## config.mk

```make
export PLATFORM = sky130hd
export DESIGN_NAME = thinkgear_packet_parser
export DESIGN_NICKNAME = d
export VERILOG_FILES = /design/src/rtl/thinkgear_packet_parser.sv
export SDC_FILE = /design/constraint.sdc
export NUM_CORES = 1
export LEC_CHECK = 0
export ABC_AREA = 1
export CORE_ASPECT_RATIO = 2
export CORE_UTILIZATION = 25
export CTS_BUF_LIST = sky130_fd_sc_hd__clkbuf_8
export DETAILED_ROUTE_END_ITERATION = 8
export SETUP_SLACK_MARGIN = 0.02
export SYNTH_ARGS = -nofsm -noshare
export SYNTH_HDL_FRONTEND = slang
export SYNTH_SLANG_ARGS = --single-unit
```

## constraint.sdc

```tcl
create_clock -name clk -period 4 [get_ports clk]
set_clock_uncertainty 0.2 [all_clocks]
set_input_delay 0.8 -clock clk [delete_from_list [all_inputs] [get_ports clk]]
set_output_delay 0.8 -clock clk [all_outputs]
set_load 0.03 [all_outputs]
```

## src/rtl/thinkgear_packet_parser.sv

```systemverilog
// thinkgear_packet_parser
//   Decodes the NeuroSky ThinkGear byte stream arriving from the UART
//   receiver. Each packet's sync, length and checksum are validated. Held
//   attention / meditation / poor-signal values are updated only when a
//   packet is accepted. After each accepted packet, one-cycle left/right
//   steering pulses are raised for the game logic.
//
// Ports
//   clk              system clock
//   rst              asynchronous active-high reset
//   rx_data[7:0]     received byte
//   rx_valid         rx_data valid this cycle
//   attention_data   last committed attention value (code 0x04)
//   meditation_data  last committed meditation value (code 0x05)
//   signal_data      last committed poor-signal value (code 0x02)
//   brain_left       one-cycle steering pulse, left
//   brain_right      one-cycle steering pulse, right
//   pkt_ok           one-cycle pulse, packet accepted
//   pkt_err          one-cycle pulse, packet discarded
//
// state   | meaning
// --------+----------------------------------------------------------
// SYNC1   | hunting for first 0xAA
// SYNC2   | expecting second 0xAA
// PLEN    | payload length (extra 0xAA tolerated)
// CODE    | row code byte (0x55 extended-code prefix skipped)
// VLEN    | value length of a multi-byte row (code >= 0x80)
// VALUE   | row value bytes
// CHK     | checksum byte, commit shadows on match

module thinkgear_packet_parser #(
   parameter logic [7:0] ATT_TH   = 8'd60,
   parameter logic [7:0] MED_TH   = 8'd60,
   parameter logic [7:0] SIG_GOOD = 8'd0
) (
   input  logic       clk,
   input  logic       rst,
   input  logic [7:0] rx_data,
   input  logic       rx_valid,
   output logic [7:0] attention_data,
   output logic [7:0] meditation_data,
   output logic [7:0] signal_data,
   output logic       brain_left,
   output logic       brain_right,
   output logic       pkt_ok,
   output logic       pkt_err
);

   typedef enum logic [2:0] {
      SYNC1, SYNC2, PLEN, CODE, VLEN, VALUE, CHK
   } state_t;

   state_t     state;
   logic [7:0] remaining;
   logic [7:0] vcount;
   logic [7:0] sum;
   logic [7:0] code;
   logic [7:0] sh_att, sh_med, sh_sig;
   logic       v_att, v_med, v_sig;

   logic [7:0] sum_next, rem_next, vcount_next;
   logic [7:0] att_commit, med_commit, sig_commit;
   logic       att_hit, med_hit, sig_good;
   logic       steer_right, steer_left;

   always_comb begin
      sum_next    = sum + rx_data;
      rem_next    = remaining - 8'd1;
      vcount_next = vcount - 8'd1;
      // Steering is judged on the values as they will stand after the commit.
      att_commit  = v_att ? sh_att : attention_data;
      med_commit  = v_med ? sh_med : meditation_data;
      sig_commit  = v_sig ? sh_sig : signal_data;
      att_hit     = (att_commit >= ATT_TH);
      med_hit     = (med_commit >= MED_TH);
      sig_good    = (sig_commit <= SIG_GOOD);
      steer_right = att_hit && sig_good && !med_hit;
      steer_left  = med_hit && sig_good && !att_hit;
   end

   always_ff @(posedge clk or posedge rst) begin
      if (rst) begin
         state           <= SYNC1;
         remaining       <= 8'd0;
         vcount          <= 8'd0;
         sum             <= 8'd0;
         code            <= 8'd0;
         sh_att          <= 8'd0;
         sh_med          <= 8'd0;
         sh_sig          <= 8'd0;
         v_att           <= 1'b0;
         v_med           <= 1'b0;
         v_sig           <= 1'b0;
         attention_data  <= 8'd0;
         meditation_data <= 8'd0;
         signal_data     <= 8'hC8;
         brain_left      <= 1'b0;
         brain_right     <= 1'b0;
         pkt_ok          <= 1'b0;
         pkt_err         <= 1'b0;
      end else begin
         pkt_ok      <= 1'b0;
         pkt_err     <= 1'b0;
         brain_left  <= 1'b0;
         brain_right <= 1'b0;
         if (rx_valid) begin
            case (state)
               SYNC1: begin
                  if (rx_data == 8'hAA) state <= SYNC2;
               end
               SYNC2: begin
                  state <= (rx_data == 8'hAA) ? PLEN : SYNC1;
               end
               PLEN: begin
                  if (rx_data == 8'hAA) begin
                     state <= PLEN;
                  end else if (rx_data < 8'd170) begin
                     remaining <= rx_data;
                     sum       <= 8'd0;
                     v_att     <= 1'b0;
                     v_med     <= 1'b0;
                     v_sig     <= 1'b0;
                     state     <= (rx_data == 8'd0) ? CHK : CODE;
                  end else begin
                     pkt_err <= 1'b1;
                     state   <= SYNC1;
                  end
               end
               CODE: begin
                  sum       <= sum_next;
                  remaining <= rem_next;
                  code      <= rx_data;
                  // A code byte must leave room for at least one more byte.
                  if (rem_next == 8'd0) begin
                     pkt_err <= 1'b1;
                     state   <= SYNC1;
                  end else if (rx_data == 8'h55) begin
                     state <= CODE;
                  end else if (rx_data[7]) begin
                     state <= VLEN;
                  end else begin
                     vcount <= 8'd1;
                     state  <= VALUE;
                  end
               end
               VLEN: begin
                  sum       <= sum_next;
                  remaining <= rem_next;
                  vcount    <= rx_data;
                  if (rx_data > rem_next) begin
                     pkt_err <= 1'b1;
                     state   <= SYNC1;
                  end else if (rx_data == 8'd0) begin
                     state <= (rem_next == 8'd0) ? CHK : CODE;
                  end else begin
                     state <= VALUE;
                  end
               end
               VALUE: begin
                  sum       <= sum_next;
                  remaining <= rem_next;
                  vcount    <= vcount_next;
                  case (code)
                     8'h02: begin sh_sig <= rx_data; v_sig <= 1'b1; end
                     8'h04: begin sh_att <= rx_data; v_att <= 1'b1; end
                     8'h05: begin sh_med <= rx_data; v_med <= 1'b1; end
                     default: ;
                  endcase
                  if (vcount_next == 8'd0)
                     state <= (rem_next == 8'd0) ? CHK : CODE;
               end
               CHK: begin
                  if (rx_data == ~sum) begin
                     pkt_ok          <= 1'b1;
                     attention_data  <= att_commit;
                     meditation_data <= med_commit;
                     signal_data     <= sig_commit;
                     brain_right     <= steer_right;
                     brain_left      <= steer_left;
                  end else begin
                     pkt_err <= 1'b1;
                  end
                  state <= SYNC1;
               end
               default: state <= SYNC1;
            endcase
         end
      end
   end

endmodule
```

=== After elaboration in Yosys (flattened, before gate mapping) ===
Cells that the tools add are included.

* Register bits after elaboration: 90
* Word-level logic and storage cells: 124

* $add $sub $neg: 3
* Magnitude comparators: 5
* Equal/unequal tests: 22
* Muxes and demuxes: 50
* Bitwise operators: 1
* Reductions and logical operators: 25

{| class="wikitable"
|+ Operators with widths
! operator !! number
|-
| $mux W8 || 10
|-
| $pmux W8 S2 || 2
|-
| $mux W3 || 10
|-
| $logic_not A8 Y1 || 3
|-
| $pmux W8 S3 || 1
|-
| $mux W1 || 21
|-
| $reduce_and A5 Y1 || 4
|-
| $pmux W3 S6 || 1
|-
| $eq A8 B3 Y1 const B || 2
|-
| $ge A8 B6 Y1 const B || 2
|-
| $sub A8 B1 Y8 const B || 2
|-
| $reduce_and A3 Y1 || 5
|-
| $ne A2 B2 Y1 const B || 7
|-
| $eq A3 B3 Y1 const B || 3
|-
| $add A8 B8 Y8 || 1
|-
| $eq A8 B2 Y1 const B || 1
|-
| $eq A8 B7 Y1 const B || 1
|-
| $eq A8 B8 Y1 || 1
|-
| $eq A8 B8 Y1 const B || 1
|-
| $gt A8 B8 Y1 || 1
|-
| $le A8 B1 Y1 const B || 1
|-
| $lt A8 B8 Y1 const B || 1
|-
| $not A8 Y8 || 1
|-
| $eq A3 B2 Y1 const B || 2
|-
| other kinds (13) || 22
|}

=== Longest topological paths before layout ===
* Depth after elaboration: 7
* Gate-level depth with buffers: 18
* Gate-level depth less buffers: 18

=== Worst setup path after synthesis ===
No wires, ideal clock.

* Path type: input to register
* From: in rx_data[4]
* To: reg attention_data[0]
* Arrival time: 2101 ps
* Required time: 3675 ps
* Slack: 1574 ps
* Stages on the path: 9
* Buffers on the path: 0
* Path through: ha_1 -> nand2_1 -> nor2_1 -> nand2_1 -> nor2_1 -> nand2_2 -> inv_4 -> nand2_4 -> mux2_4

* Cells in the longest elaborated chain, start to end: 2

{| class="wikitable"
|+ RTL lines
! item !! line !! source
|-
| start: declaration || 38 || <nowiki>input logic [7:0] rx_data,</nowiki>
|-
| $eq A8 B8 Y1 || 173 || <nowiki>if (rx_data == ~sum) begin</nowiki>
|-
| $reduce_and A3 Y1 (no source line) || -- ||
|-
| end signal: assignment || 175 || <nowiki>attention_data <= att_commit;</nowiki>
|-
| end: declaration || 40 || <nowiki>output logic [7:0] attention_data,</nowiki>
|}

Every way passes these cells.
A chain may end at the register's enable or synchronous reset.

=== Final worst setup path ===
* From: in rx_data[5]
* To: reg meditation_data[0]

* Cells in the longest elaborated chain, start to end: 2

{| class="wikitable"
|+ RTL lines
! item !! line !! source
|-
| $eq A8 B8 Y1 || 173 ||
|-
| $reduce_and A3 Y1 (no source line) || -- ||
|-
| end signal: assignment || 176 || <nowiki>meditation_data <= med_commit;</nowiki>
|-
| end: declaration || 41 || <nowiki>output logic [7:0] meditation_data,</nowiki>
|}

Every way passes these cells.

==> results by group <==
Logic synthesis
  • Synth Area in Simple Gates: 0.233
  • Flops & latches, synth: 90
  • Post-synthesis mux area share: 0.0363
  • Mapped Nets: 630
  • EDFF count, synth: 0
  • Synth Area in Adders: 0.0519
  • Syn. warnings: 0
  • Post-synth cell types: 43
  • Xor and xnor fraction of the mapped netlist area: 0.0176
  • Post-Syn Instances: approximately 600
  • Largest family of logic cells by synthesized area: simple AND/OR/NAND/NOR gates
  • Complex-gate fraction of the synthesized area: 0.139
  • Cell area after synthesis: 4970 µm²
  • Avg Cell Area, Syn: slightly above 8 µm²
  • Post-synthesis sequential area ratio: 0.454
  • Ys async rst share: 1.00
  • Top_reg_cell synth: dfrtp_1

Clock tree
  • Number of CTS-inserted buffers: 9
  • CTS root buf: clkbuf_8
  • CTS H-tree depth: 3
  • Post_cts resized: 0
  • Clock transition at the registers of the reported paths: 90 ps
  • Clock Latency Late Sink: 390 ps
  • Post CTS Setup Buffer Count: 0
  • Hold_buf cts: 0
  • CTS max path bufs: 2
  • CTS tree: yes
  • CTS sink count: 90

Route
  • DRT Pass-1 Iters: 5
  • First-iteration detailed-routing DRC count: 204
  • Post-route ant nets: 0
  • Via density: 4.63
  • DR vias: 4184
  • Routed wire length per instance: 14.8 µm
  • Routed WL: ~13000 µm
  • # DRC: 0

Setup path
  • WS Path Type: in2reg
  • R2R cell count: 14
  • RR Endpoint: state[0]
  • Startpoint Class: input pin
  • R2R Setup Slk: 1190 ps
  • FF-to-FF Start: remaining[0]
  • Crit path capture type: flip-flop
  • Ordered list of cells on the worst path: clkdlybuf4s50_1, ha_1, nand2_1, nor2_1, nand2_1, nor2_1, nand2_2, inv_4, nand2_4, mux2_4
  • Worst Path Required: 4070 ps
  • CP max stage delay: between 500 and 600 ps
  • Arr. time, crit path: 2970 ps
  • Crit Path Max Fanout: 10
  • Worst path slowest cell: clkdlybuf4s50_1

Floorplan
  • Ports: 39
  • Die Area: 20500 µm²
  • Starting Density: 0.256
  • Core Area: 19400 µm²
  • Die width: ~100 µm
  • Die H: 201 µm
  • # rows: a little over 70

Placed design
  • DP Cell Count: 887
  • Area after DPL: 5640 µm²
  • Pre-CTS setup slack: 690 ps
  • HPWL Detailed: 10300 µm
  • Buffers on Ports: 38
  • Final Wtd Congestion: 0.917

Min path
  • Min-Delay Path Class: reg2reg
  • Hold Path Depth: 2
  • HP Start: sh_sig[2]
  • Hold path endpoint: sh_sig[2]

Finish
  • Fraction of layout cells with a size suffix above 1: 0.0839
  • Post-route cell area: 5840 µm²
  • Fin util: 0.302
  • Area growth from synthesis to layout: 17.6%
  • Multi-input logic area: about 2400 µm²
  • Post-Layout Cell Count: 903
  • Register area: roughly 2300 µm²
  • # diodes: 0
  • Fillers: roughly 2100
  • Final layout net count: 670

Timing
  • Peak Freq: 344 MHz
  • Final min period: 2900 ps
  • Fin crit share: 0.726
  • Hold Slack: 293 ps
  • Final Hold Violating Endpoints: 0
  • Setup TNS: 0 ps
  • Setup ws final: around 1100 ps
  • Max-slew violations: 0
  • Worst-Margin Slew: 868 ps
  • RSZ-0062 raised after global routing: false
  • Rel. slew slack: 0.421
  • Final setup fails: 0

Power and ir drop
  • VDD IR-drop max: 0.000132 V
  • Overall Power: around 2.1 mW
  • PwrDens: 355 nW/µm²
  • Leakage Power: 2.70 nW

Flow run
  • Max-capacitance violation count: 0

Global routing
  • Pin count of the biggest net entering global routing: 48
  • Global-route wire length before repair: 21900 µm
  • Total grt overflow: 0
  • GR Util All Layers: 0.142
  • Initial antenna violation count: 0
  • Vias in the first global route: around 4200

Run status
  • Outcome: completed
==> synth_stat cells, types with 2 or more instances <==
| library cell | n | area (µm²) |
|---|---|---|
| or2_2 | 5 | 31.3 |
| nand3b_1 | 2 | 15.0 |
| dfrtp_1 | 87 | 2180 |
| inv_2 | 4 | 15.0 |
| inv_1 | 63 | 236 |
| nand4_1 | 13 | 81.3 |
| xnor2_1 | 5 | 43.8 |
| o211ai_1 | 8 | 60.1 |
| a31oi_1 | 2 | 12.5 |
| buf_2 | 6 | 30.0 |
| nor4_1 | 2 | 12.5 |
| clkbuf_1 | 5 | 18.8 |
| o21bai_1 | 3 | 22.5 |
| nor2_1 | 37 | 139 |
| o21ai_2 | 3 | 26.3 |
| buf_6 | 2 | 22.5 |
| nand4_2 | 2 | 25.0 |
| mux2i_1 | 12 | 120 |
| nand2_1 | 149 | 559 |
| mux2_4 | 4 | 60.1 |
| nand3_1 | 29 | 145 |
| nand3_2 | 2 | 20.0 |
| nand2_4 | 3 | 33.8 |
| o22ai_1 | 5 | 31.3 |
| o21ai_0 | 79 | 395 |
| ha_1 | 19 | 238 |
| dfstp_2 | 3 | 78.8 |
| nor3_1 | 7 | 35.0 |
| xor2_1 | 5 | 43.8 |
| a21oi_1 | 19 | 95.1 |
| o221ai_1 | 2 | 17.5 |
==> per-layer routing <==
layer / routed length, µm / GRT usage
met5: 0 / 0
met1: 4920 / 0.146
met3: 345 / 0.0191
met2: 7670 / 0.269
met4: 439 / 0.0688
==> kinds of logic after synthesis <==
logic type	Yosys count
flops	90
buf+inv	82
xor+xnor	10
mux	16
compound gates	125
simple gates	256
fa+ha+maj	20
==> state kept, by name (all words and copies together) (netlist names) <==
signal           count
sh_med               8
v_att                1
brain_right          1
sum                  8
attention_data       8
brain_left           1
remaining            8
v_sig                1
code                 8
vcount               8
signal_data          8
meditation_data      8
sh_att               8
pkt_ok               1
v_med                1
pkt_err              1
sh_sig               8
state                3
==> critical path, delay by kind of cell <==
kind                     cells  cell delay (ps)
AND/OR/NAND/NOR              6              690
buffers and inverters        2              740
multiplexers                 1              300
adder cells (fa/ha/maj)      1              440
==> area by class of cell <==
cell class / count / area share
Timing Repair Buffer: 43 / 0.0737
Clock buffer: 9 / 0.0212
Inverter: 68 / 0.0443
Tap cell: 259 / 0.0555
Sequential cell: 90 / 0.386
Multi-Input combinational cell: 427 / 0.407
Clock inverter: 7 / 0.0124
==> cell usage in the layout (no fill, tap or decap), types with 4 or more instances in the layout <==
cell             Yosys  routed
nand2_1            149     149
dfrtp_1             87      87
o21ai_0             79      79
inv_1               63      62
clkdlybuf4s50_1      0      38
nor2_1              37      37
nand3_1             29      29
a21oi_1             19      19
ha_1                19      19
nand4_1             13      13
mux2i_1             12      12
clkbuf_8             0       9
o211ai_1             8       8
nor3_1               7       7
xor2_1               5       5
xnor2_1              5       5
or2_2                5       5
o22ai_1              5       5
inv_2                4       4
mux2_4               4       4
buf_4                1       4
==> worst max-delay path by stage <==
stage	start	endpoint	cells after the start
floorplan	rst	attention_data[0]	1
global placement	rx_data[5]	meditation_data[1]	10
detailed placement	rx_data[5]	meditation_data[1]	10
CTS	rx_data[5]	meditation_data[0]	10
global route	rx_data[5]	meditation_data[0]	10
finish	rx_data[5]	meditation_data[0]	10
==> power breakdown <==
| group | switching, mW | internal, mW |
|---|---|---|
| registers | 0.0577 | 0.976 |
| clock network | 0.378 | 0.244 |
| logic | 0.278 | 0.142 |
(Power assumes the default switching activity.)
